[src/rtl/stopwatch_pkg.sv]
// stopwatch_pkg: shared button FSM encoding and default timing (CLK_HZ, DEBOUNCE_MS, LONG_PRESS_MS)
package stopwatch_pkg;
  typedef enum logic [1:0] {
    IDLE         = 2'd0,
    PRESS_WAIT   = 2'd1,
    PRESSED      = 2'd2,
    RELEASE_WAIT = 2'd3
  } btn_state_t;
  localparam int CLK_HZ = 100_000_000;
  localparam int DEBOUNCE_MS = 10;
  localparam int LONG_PRESS_MS = 2000;
  function automatic int ms_to_cycles(int ms);
    return (CLK_HZ / 1000) * ms;
  endfunction
endpackage

[src/rtl/button_conditioner_if.sv]
// button_conditioner_if: btn_in raw level in; btn_level, press_pulse, release_pulse, long_press_pulse, run out
interface button_conditioner_if;
  logic btn_in;
  logic btn_level;
  logic press_pulse;
  logic release_pulse;
  logic long_press_pulse;
  logic run;
  modport master (input btn_in, output btn_level, press_pulse, release_pulse, long_press_pulse, run);
  modport slave (output btn_in, input btn_level, press_pulse, release_pulse, long_press_pulse, run);
endinterface

[src/rtl/sync_ff.sv]
// sync_ff: STAGES-deep flop synchroniser; ports clk, reset (async active-low), d (async in), q (synchronised out)
module sync_ff #(
  parameter int STAGES = 2
) (
  input  logic clk,
  input  logic reset,
  input  logic d,
  output logic q
);
  logic [STAGES-1:0] sync_q, sync_d;
  always_comb sync_d = {sync_q[STAGES-2:0], d};
  always_ff @(posedge clk or negedge reset)
    if (!reset) sync_q <= '0;
    else sync_q <= sync_d;
  assign q = sync_q[STAGES-1];
endmodule

[src/rtl/button_conditioner.sv]
// button_conditioner: raw button to debounced level, press/release/long-press pulses and run toggle; ports clk, reset (async active-low), btn (master modport)
module button_conditioner
  import stopwatch_pkg::*;
#(
  parameter int SYNC_STAGES       = 2,
  parameter int DEBOUNCE_CYCLES   = ms_to_cycles(DEBOUNCE_MS),
  parameter int LONG_PRESS_CYCLES = ms_to_cycles(LONG_PRESS_MS)
) (
  input logic                  clk,
  input logic                  reset,
  button_conditioner_if.master btn
);
  localparam int DW = $clog2(DEBOUNCE_CYCLES);
  localparam int HW = $clog2(LONG_PRESS_CYCLES);
  localparam logic [DW-1:0] DEB_LAST = DW'(DEBOUNCE_CYCLES - 1);
  localparam logic [HW-1:0] HOLD_LAST = HW'(LONG_PRESS_CYCLES - 1);
  btn_state_t state_q, state_d;
  logic [DW-1:0] deb_cnt_q, deb_cnt_d;
  logic [HW-1:0] hold_cnt_q, hold_cnt_d, hold_inc;
  logic level_q, level_d, press_q, press_d, release_q, release_d;
  logic long_q, long_d, run_q, run_d, long_done_q, long_done_d;
  logic btn_sync;
  sync_ff #(.STAGES(SYNC_STAGES)) u_sync (
    .clk(clk),
    .reset(reset),
    .d(btn.btn_in),
    .q(btn_sync)
  );
  // Long press fires on the edge the hold count reaches LONG_PRESS_CYCLES-1,
  // i.e. LONG_PRESS_CYCLES-1 cycles after press_pulse.
  always_comb hold_inc = (hold_cnt_q == HOLD_LAST) ? hold_cnt_q : hold_cnt_q + 1'b1;
  always_comb begin
    state_d     = state_q;
    deb_cnt_d   = deb_cnt_q;
    hold_cnt_d  = hold_cnt_q;
    level_d     = level_q;
    run_d       = run_q;
    long_done_d = long_done_q;
    press_d     = 1'b0;
    release_d   = 1'b0;
    long_d      = 1'b0;
    case (state_q)
      IDLE:
        if (btn_sync) begin
          state_d   = PRESS_WAIT;
          deb_cnt_d = '0;
        end
      PRESS_WAIT:
        if (!btn_sync) state_d = IDLE;
        else if (deb_cnt_q == DEB_LAST) begin
          state_d    = PRESSED;
          press_d    = 1'b1;
          level_d    = 1'b1;
          run_d      = ~run_q;
          hold_cnt_d = '0;
        end else deb_cnt_d = deb_cnt_q + 1'b1;
      PRESSED: begin
        hold_cnt_d = hold_inc;
        if (hold_inc == HOLD_LAST && !long_done_q) begin
          long_d      = 1'b1;
          run_d       = 1'b0;
          long_done_d = 1'b1;
        end
        if (!btn_sync) begin
          state_d   = RELEASE_WAIT;
          deb_cnt_d = '0;
        end
      end
      RELEASE_WAIT: begin
        hold_cnt_d = hold_inc;
        if (btn_sync) state_d = PRESSED;
        else if (deb_cnt_q == DEB_LAST) begin
          state_d     = IDLE;
          release_d   = 1'b1;
          level_d     = 1'b0;
          long_done_d = 1'b0;
        end else deb_cnt_d = deb_cnt_q + 1'b1;
      end
      default: state_d = IDLE;
    endcase
  end
  always_ff @(posedge clk or negedge reset)
    if (!reset) begin
      state_q     <= IDLE;
      deb_cnt_q   <= '0;
      hold_cnt_q  <= '0;
      level_q     <= 1'b0;
      press_q     <= 1'b0;
      release_q   <= 1'b0;
      long_q      <= 1'b0;
      run_q       <= 1'b0;
      long_done_q <= 1'b0;
    end else begin
      state_q     <= state_d;
      deb_cnt_q   <= deb_cnt_d;
      hold_cnt_q  <= hold_cnt_d;
      level_q     <= level_d;
      press_q     <= press_d;
      release_q   <= release_d;
      long_q      <= long_d;
      run_q       <= run_d;
      long_done_q <= long_done_d;
    end
  assign btn.btn_level        = level_q;
  assign btn.press_pulse      = press_q;
  assign btn.release_pulse    = release_q;
  assign btn.long_press_pulse = long_q;
  assign btn.run              = run_q;
endmodule

[src/flat_wrapper.sv]
// flat-port wrapper written by rule: the top's interface ports become plain ports
module button_conditioner_flat import stopwatch_pkg::*;
#(
  parameter int SYNC_STAGES       = 2,
  parameter int DEBOUNCE_CYCLES   = ms_to_cycles(DEBOUNCE_MS),
  parameter int LONG_PRESS_CYCLES = ms_to_cycles(LONG_PRESS_MS)
)
  (clk, reset, btn_btn_in, btn_btn_level, btn_press_pulse, btn_release_pulse, btn_long_press_pulse, btn_run);
  button_conditioner_if btn_i ();
  input logic clk;
  input logic reset;
  input wire logic [$bits(btn_i.btn_in)-1:0] btn_btn_in;
  output wire logic [$bits(btn_i.btn_level)-1:0] btn_btn_level;
  output wire logic [$bits(btn_i.press_pulse)-1:0] btn_press_pulse;
  output wire logic [$bits(btn_i.release_pulse)-1:0] btn_release_pulse;
  output wire logic [$bits(btn_i.long_press_pulse)-1:0] btn_long_press_pulse;
  output wire logic [$bits(btn_i.run)-1:0] btn_run;
  assign btn_i.btn_in = btn_btn_in;
  assign btn_btn_level = btn_i.btn_level;
  assign btn_press_pulse = btn_i.press_pulse;
  assign btn_release_pulse = btn_i.release_pulse;
  assign btn_long_press_pulse = btn_i.long_press_pulse;
  assign btn_run = btn_i.run;
  button_conditioner #(.SYNC_STAGES(SYNC_STAGES), .DEBOUNCE_CYCLES(DEBOUNCE_CYCLES), .LONG_PRESS_CYCLES(LONG_PRESS_CYCLES)) u_core (.clk(clk), .reset(reset), .btn(btn_i));
endmodule
[config.mk]
export PLATFORM = sky130hd
export DESIGN_NAME = button_conditioner_flat
export DESIGN_NICKNAME = d
export VERILOG_FILES = /design/src/rtl/stopwatch_pkg.sv /design/src/rtl/button_conditioner_if.sv /design/src/rtl/sync_ff.sv /design/src/rtl/button_conditioner.sv /design/src/flat_wrapper.sv
export SDC_FILE = /design/constraint.sdc
export NUM_CORES = 1
export LEC_CHECK = 0
export BUFFER_PORTS_ARGS = -buffer_cell sky130_fd_sc_hd__buf_2
export CORE_MARGIN = 3
export CORE_UTILIZATION = 32
export DETAILED_ROUTE_END_ITERATION = 10
export HOLD_SLACK_MARGIN = 0.03
export PLACE_DENSITY = 0.58
export SYNTH_ARGS = -nofsm -noshare
export SYNTH_HDL_FRONTEND = slang
export SYNTH_SLANG_ARGS = --single-unit
[constraint.sdc]
create_clock -name clk -period 8.5 [get_ports clk]
set_input_delay 1.7 -clock clk [delete_from_list [all_inputs] [get_ports clk]]
set_output_delay 1.7 -clock clk [all_outputs]
set_load 0.01 [all_outputs]
==> out/qor.yml, run 1 <==
holdCritPathClass: "flip-flop to flip-flop"
avgSynthCellArea_um2: 8.82
leakagePower_nw: 1.52
die_h_um: 108
vias_per_cell: 5.37
fin_skew_ns: 0.00890
synth-seq-area-share: 0.438
die-area_um2: 11600
maxCapViolCount: 0
power.density_nw_per_um2: 153
syn_nets: 381
netlist-cell-type-count: 54
rr_startpoint: "u_core.hold_cnt_q[0]$_DFFE_PN0P_"
cp_data_arrival_time_ns: 3.36
synth_top_area_cell: "dfrtp_1"
yosys-top-cells-area: "dfrtp_1, o21ai_0, nor2_1, nand2_1, nand3_1"
clock_path_buffers: 2
worstMarginPinSlew_ns: 1.15
stdcell_area_um2: 3670
vias: 2786
cpPeakStageDelay_ns: 0.53
ctsResizeCount: 0
numPortBuffers: 7
dp_hpwl_um: 5270
hold_path_startpoint: "u_core.u_sync.sync_q[0]$_DFF_PN0_"
r2r_end: "u_core.long_done_q$_DFFE_PN0P_"
area_growth_pct: 10.8
cts_root_buf: "clkbuf_8"
crit_type: "flip-flop to flip-flop"
status: "complete, no violations"
worstRegToRegCells: 8
yosysMostFrequentCell: "dfrtp_1"
drtIter0Drc: 256
finalSetupViolations: 0
utilization: 0.371
core_um2: 9910
antenna_cells: 0
grt_pass1_wl_um: 13100
grt_max_degree: 59
grt_pass1_vias: 2629
drc: 0
start_util: 0.335
async_reset_ff_frac: 1.00
hold_violations: 0
maxSlewViolCount: 0
ir_drop_mv: 0.112
avgRoutedWirePerCell_um: 15.2
fmax_ghz: 0.325
layout-drive-gt1-share: 0.0959
postCtsSetupBuffers: 0
rsz0062_at_grt: "false"
numCtsBuffers: 9
period_minus_slack_ns: 3.08
cpMaxStageDelayCell: "nor3_1"
ys_seq_elements: 58
place_area_um2: 3470
critPathLaunch: "u_core.hold_cnt_q[0]$_DFFE_PN0P_"
ant_nets: 0
cp-end-kind: "flip-flop"
routed_wl_um: 7870
dieWidth_um: 108
worstSkewPairLatency_ns: 0.35
synthTopCellsByCount: "dfrtp_1, nor2_1, nand2_1, o21ai_0, nand3_1"
cp_max_fo: 8
start_kind: "flip-flop"
reg2reg_slack_ns: 5.42
gp_congestion: 0.921
synth_top_area_frac: 0.438
cts.sinks: 58
path_cells: "ha_1 -> nand3_1 -> nor3_1 -> mux2_2 -> a2111oi_0 -> nand4_1 -> nor3_2 -> nand2b_1"
track_usage: 0.144
cts_tree: "yes"
min_to: "u_core.u_sync.sync_q[1]$_DFF_PN0_"
drt_first_pass_iters: 4
antenna_found_initial: 0
syn-cell-area_um2: 3320
netlist_instances: 376
ys_warn_count: 0
final_nets: 387
overflow: 0
finalCritPeriodShare: 0.362
min_path_cells: 0
cts_htree_levels: 3
pin_count: 8
fin_tns_setup_ns: 0
required_ns: 8.78
cts.clk_slew.worst_paths_ns: 0.06
rows: 36
slew_headroom: 0.232
synth-main-ff-cell: "dfrtp_1"
ctsHoldBuffers: 0
synth_edf_count: 0
## report_power, final
group | leakage, nW | internal, mW | switching (mW)
clock network | 0.106 | 0.157 | 0.109
logic | 0.615 | 0.00343 | 0.00927
registers | 0.801 | 0.279 | 0.00302
## registers in the layout, indices dropped and copies added (netlist names), named ones only
| name | cells |
|---|---|
| u_core.hold_cnt_q | 28 |
| u_core.deb_cnt_q | 20 |
| u_core.u_sync.sync_q | 2 |
| u_core.btn.btn_level | 1 |
| u_core.btn.long_press_pulse | 1 |
| u_core.btn.press_pulse | 1 |
| u_core.btn.release_pulse | 1 |
| u_core.btn.run | 1 |
| u_core.long_done_q | 1 |
| u_core.state_q | 1 |
## cell families after synthesis
| kind of cell | share of synthesized area |
|---|---|
| multiplexers | 0.0162 |
| flip-flops | 0.438 |
| XOR/XNOR | 0.0581 |
| buffers and inverters | 0.0362 |
| adder cells (fa/ha/maj) | 0.00754 |
| AND/OR/NAND/NOR | 0.285 |
| AO/OA/AOI/OAI | 0.160 |
## worst max path at each step
stage | to | slack, ns | depth (start not counted)
floorplan | u_core.btn.run$_DFFE_PN0P_ | 5.85 | 8
global placement | u_core.btn.run$_DFFE_PN0P_ | 5.62 | 8
detailed placement | u_core.btn.run$_DFFE_PN0P_ | 5.49 | 8
CTS | u_core.long_done_q$_DFFE_PN0P_ | 5.46 | 8
global route | u_core.btn.run$_DFFE_PN0P_ | 5.09 | 8
finish | u_core.long_done_q$_DFFE_PN0P_ | 5.42 | 8
## through the flow
stage / setup slack [ns] / std cells / total power [mW] / hold slack (ns)
after floorplan: 5.85 / 376 / 0.292 / 0.331
after global placement: 5.62 / 504 / 0.300 / 0.334
after detailed placement: 5.49 / 504 / 0.300 / 0.350
after CTS: 5.46 / 519 / 0.568 / 0.364
after global routing: 5.09 / 519 / 0.585 / 0.374
final: 5.42 / 519 / 0.561 / 0.366
## routing by layer
| layer | vias up | GRT usage | wire length (um) |
|---|---|---|---|
| li1 | 1369 | - | - |
| met3 | 12 | 0.0450 | 491 |
| met5 | - | 0 | 0 |
| met1 | 1328 | 0.204 | 3810 |
| met2 | 77 | 0.202 | 3430 |
| met4 | 0 | 0.0586 | 135 |
## worst max-delay path: cells and delay by family, from the launching register on
family | cells | cell delay (ns)
muxes | 1 | 0.40
and+or+nand+nor | 5 | 1.40
adders and majority gates | 1 | 0.31
DFF | 1 | 0.47
AOI/OAI and AO/OA | 1 | 0.44
## cell usage in the layout, fill, tap and decap left out, types with 10 or more instances in the layout
cell type and n:
nor2_1 41, clkbuf_8 12, a21oi_1 19, o21ai_0 36, xnor2_1 14, nand3_1 27, and3_1 10, nand4_1 12
nand2_1 36, dfrtp_1 58, inv_1 11
## final cells by class
class | count | area, um2
repair buffers | 10 | 57.6
clock inverters | 2 | 35.0
fillers | 1027 | 6240
clock buffers | 13 | 169
inverters | 13 | 48.8
multi-input cells | 290 | 1750
well taps | 133 | 166
flip-flops and latches | 58 | 1450
(Power assumes the default switching activity.)
==> run 2: changes to the inputs <==
clock period = 2.96 ns   (was 8.5 ns; I/O delays follow)
==> out/qor.yml, run 2 (synthesized netlist as in run 1, its figures left out) <==
start_util: 0.335
avgRoutedWirePerCell_um: 14.8
grt-busiest-layer: "met1"
vias_per_cell: 5.39
finalCritPeriodShare: 0.891
drc: 0
area_growth_pct: 12.7
period_minus_slack_ns: 2.64
finalSetupViolations: 0
cts_htree_levels: 3
fin_skew_ns: 0.00848
leakagePower_nw: 1.58
use_met1: 0.210
required_ns: 3.17
maxCapViolCount: 0
worstSkewPairLatency_ns: 0.33
drt_first_pass_iters: 4
clock_path_buffers: 2
cts_root_buf: "clkbuf_8"
layout_common_cells: "dfrtp_1, nor2_1, nand2_1, o21ai_0, nand3_1"
numPortBuffers: 7
grt_pass1_vias: 2651
cp_data_arrival_time_ns: 2.85
routed_wl_um: 7800
layout-drive-gt1-share: 0.117
pin_count: 8
fmax_ghz: 0.379
ctsResizeCount: 0
final_nets: 396
ir_drop_mv: 0.238
cts.sinks: 58
use_met3: 0.0390
utilization: 0.377
slew_headroom: 0.500
cts_tree: "yes"
top_register: "u_core.hold_cnt_q"
overflow: 0
cp_max_fo: 8
antenna_found_initial: 0
vias: 2841
holdCritPathClass: "flip-flop to flip-flop"
power.density_nw_per_um2: 422
drtIter0Drc: 205
hold_violations: 0
ctsHoldBuffers: 0
largestRegisters: "u_core.hold_cnt_q x28, u_core.deb_cnt_q x20, u_core.u_sync.sync_q x2"
grt_max_degree: 59
maxSlewViolCount: 0
grt_pass1_wl_um: 13400
cts.clk_slew.worst_paths_ns: 0.06
start_kind: "flip-flop"
track_usage: 0.145
status: "complete, no violations"
postCtsSetupBuffers: 0
use_met2: 0.208
fin_tns_setup_ns: 0
cp-end-kind: "flip-flop"
gp_congestion: 0.866
largest_reg_flops: 28
ant_nets: 0
antenna_cells: 0
numCtsBuffers: 9
crit_type: "flip-flop to flip-flop"
dp_hpwl_um: 5390
dieWidth_um: 108
worstMarginPinSlew_ns: 0.750
layout_commonest_cell: "dfrtp_1"
die-area_um2: 11600
rows: 36
die_h_um: 108
core_um2: 9910
rsz0062_at_grt: "false"
run 2: changes by cell type in the layout (fill, tap and decap cells not counted), sizes merged:
cell | before | now
buf | 10 | 19
clkinv | 3 | 4
clkbuf | 13 | 11
run 2: critical path: stages, from the launching register on:
cell and delay, ns:
dfrtp_1 0.47, ha_1 0.32, nand3_1 0.13, nor3_1 0.25, mux2_2 0.37, a2111oi_0 0.45, nand4_1 0.16, o311ai_1 0.27
o21ai_1 0.10
run 2: worst paths after layout:
check	from	endpoint	cells past startpoint	slack, ns
max	u_core.hold_cnt_q[0]$_DFFE_PN0P_	u_core.btn.run$_DFFE_PN0P_	8	0.32
min	u_core.u_sync.sync_q[0]$_DFF_PN0_	u_core.u_sync.sync_q[1]$_DFF_PN0_	0	0.35
max reg2reg	u_core.hold_cnt_q[0]$_DFFE_PN0P_	u_core.btn.run$_DFFE_PN0P_	8	0.32
min reg2reg	u_core.u_sync.sync_q[0]$_DFF_PN0_	u_core.u_sync.sync_q[1]$_DFF_PN0_	0	0.35
max in group asynchronous	reset	u_core.state_q[0]$_DFFE_PN0P_	2	2.06
min in group asynchronous	reset	u_core.hold_cnt_q[23]$_DFFE_PN0P_	2	0.39
run 2: per-layer routing:
metal / vias up / wire length (um)
met4: 0 / 85
li1: 1398 / -
met2: 66 / 3410
met1: 1369 / 3970
met5: - / 0
met3: 8 / 345
run 2: cell type report:
cell class	instances	area, um2
fillers	1034	6170
multi-input cells	290	1750
flip-flops and latches	58	1450
well taps	133	166
clock buffers	11	151
repair buffers	19	125
inverters	13	48.8
clock inverters	3	40.0
run 2: through the flow:
| step | power (mW) | setup WS [ns] | hold slack, ns | std cells | cell area, um2 |
|---|---|---|---|---|---|
| floorplan | 0.838 | 0.311 | 0.296 | 376 | 3320 |
| global placement | 0.861 | 0.434 | 0.334 | 513 | 3540 |
| detailed placement | 0.863 | 0.337 | 0.345 | 513 | 3540 |
| CTS | 1.61 | 0.326 | 0.341 | 527 | 3730 |
| global route | 1.64 | 0.0681 | 0.337 | 527 | 3740 |
| finish | 1.58 | 0.323 | 0.354 | 527 | 3740 |
run 2: power by group:
group / total (mW) / switching, mW / internal (mW)
sequential: 0.809 / 0.00839 / 0.800
clock: 0.732 / 0.310 / 0.422
combinational: 0.0376 / 0.0267 / 0.0109
total: 1.58 / 0.345 / 1.23
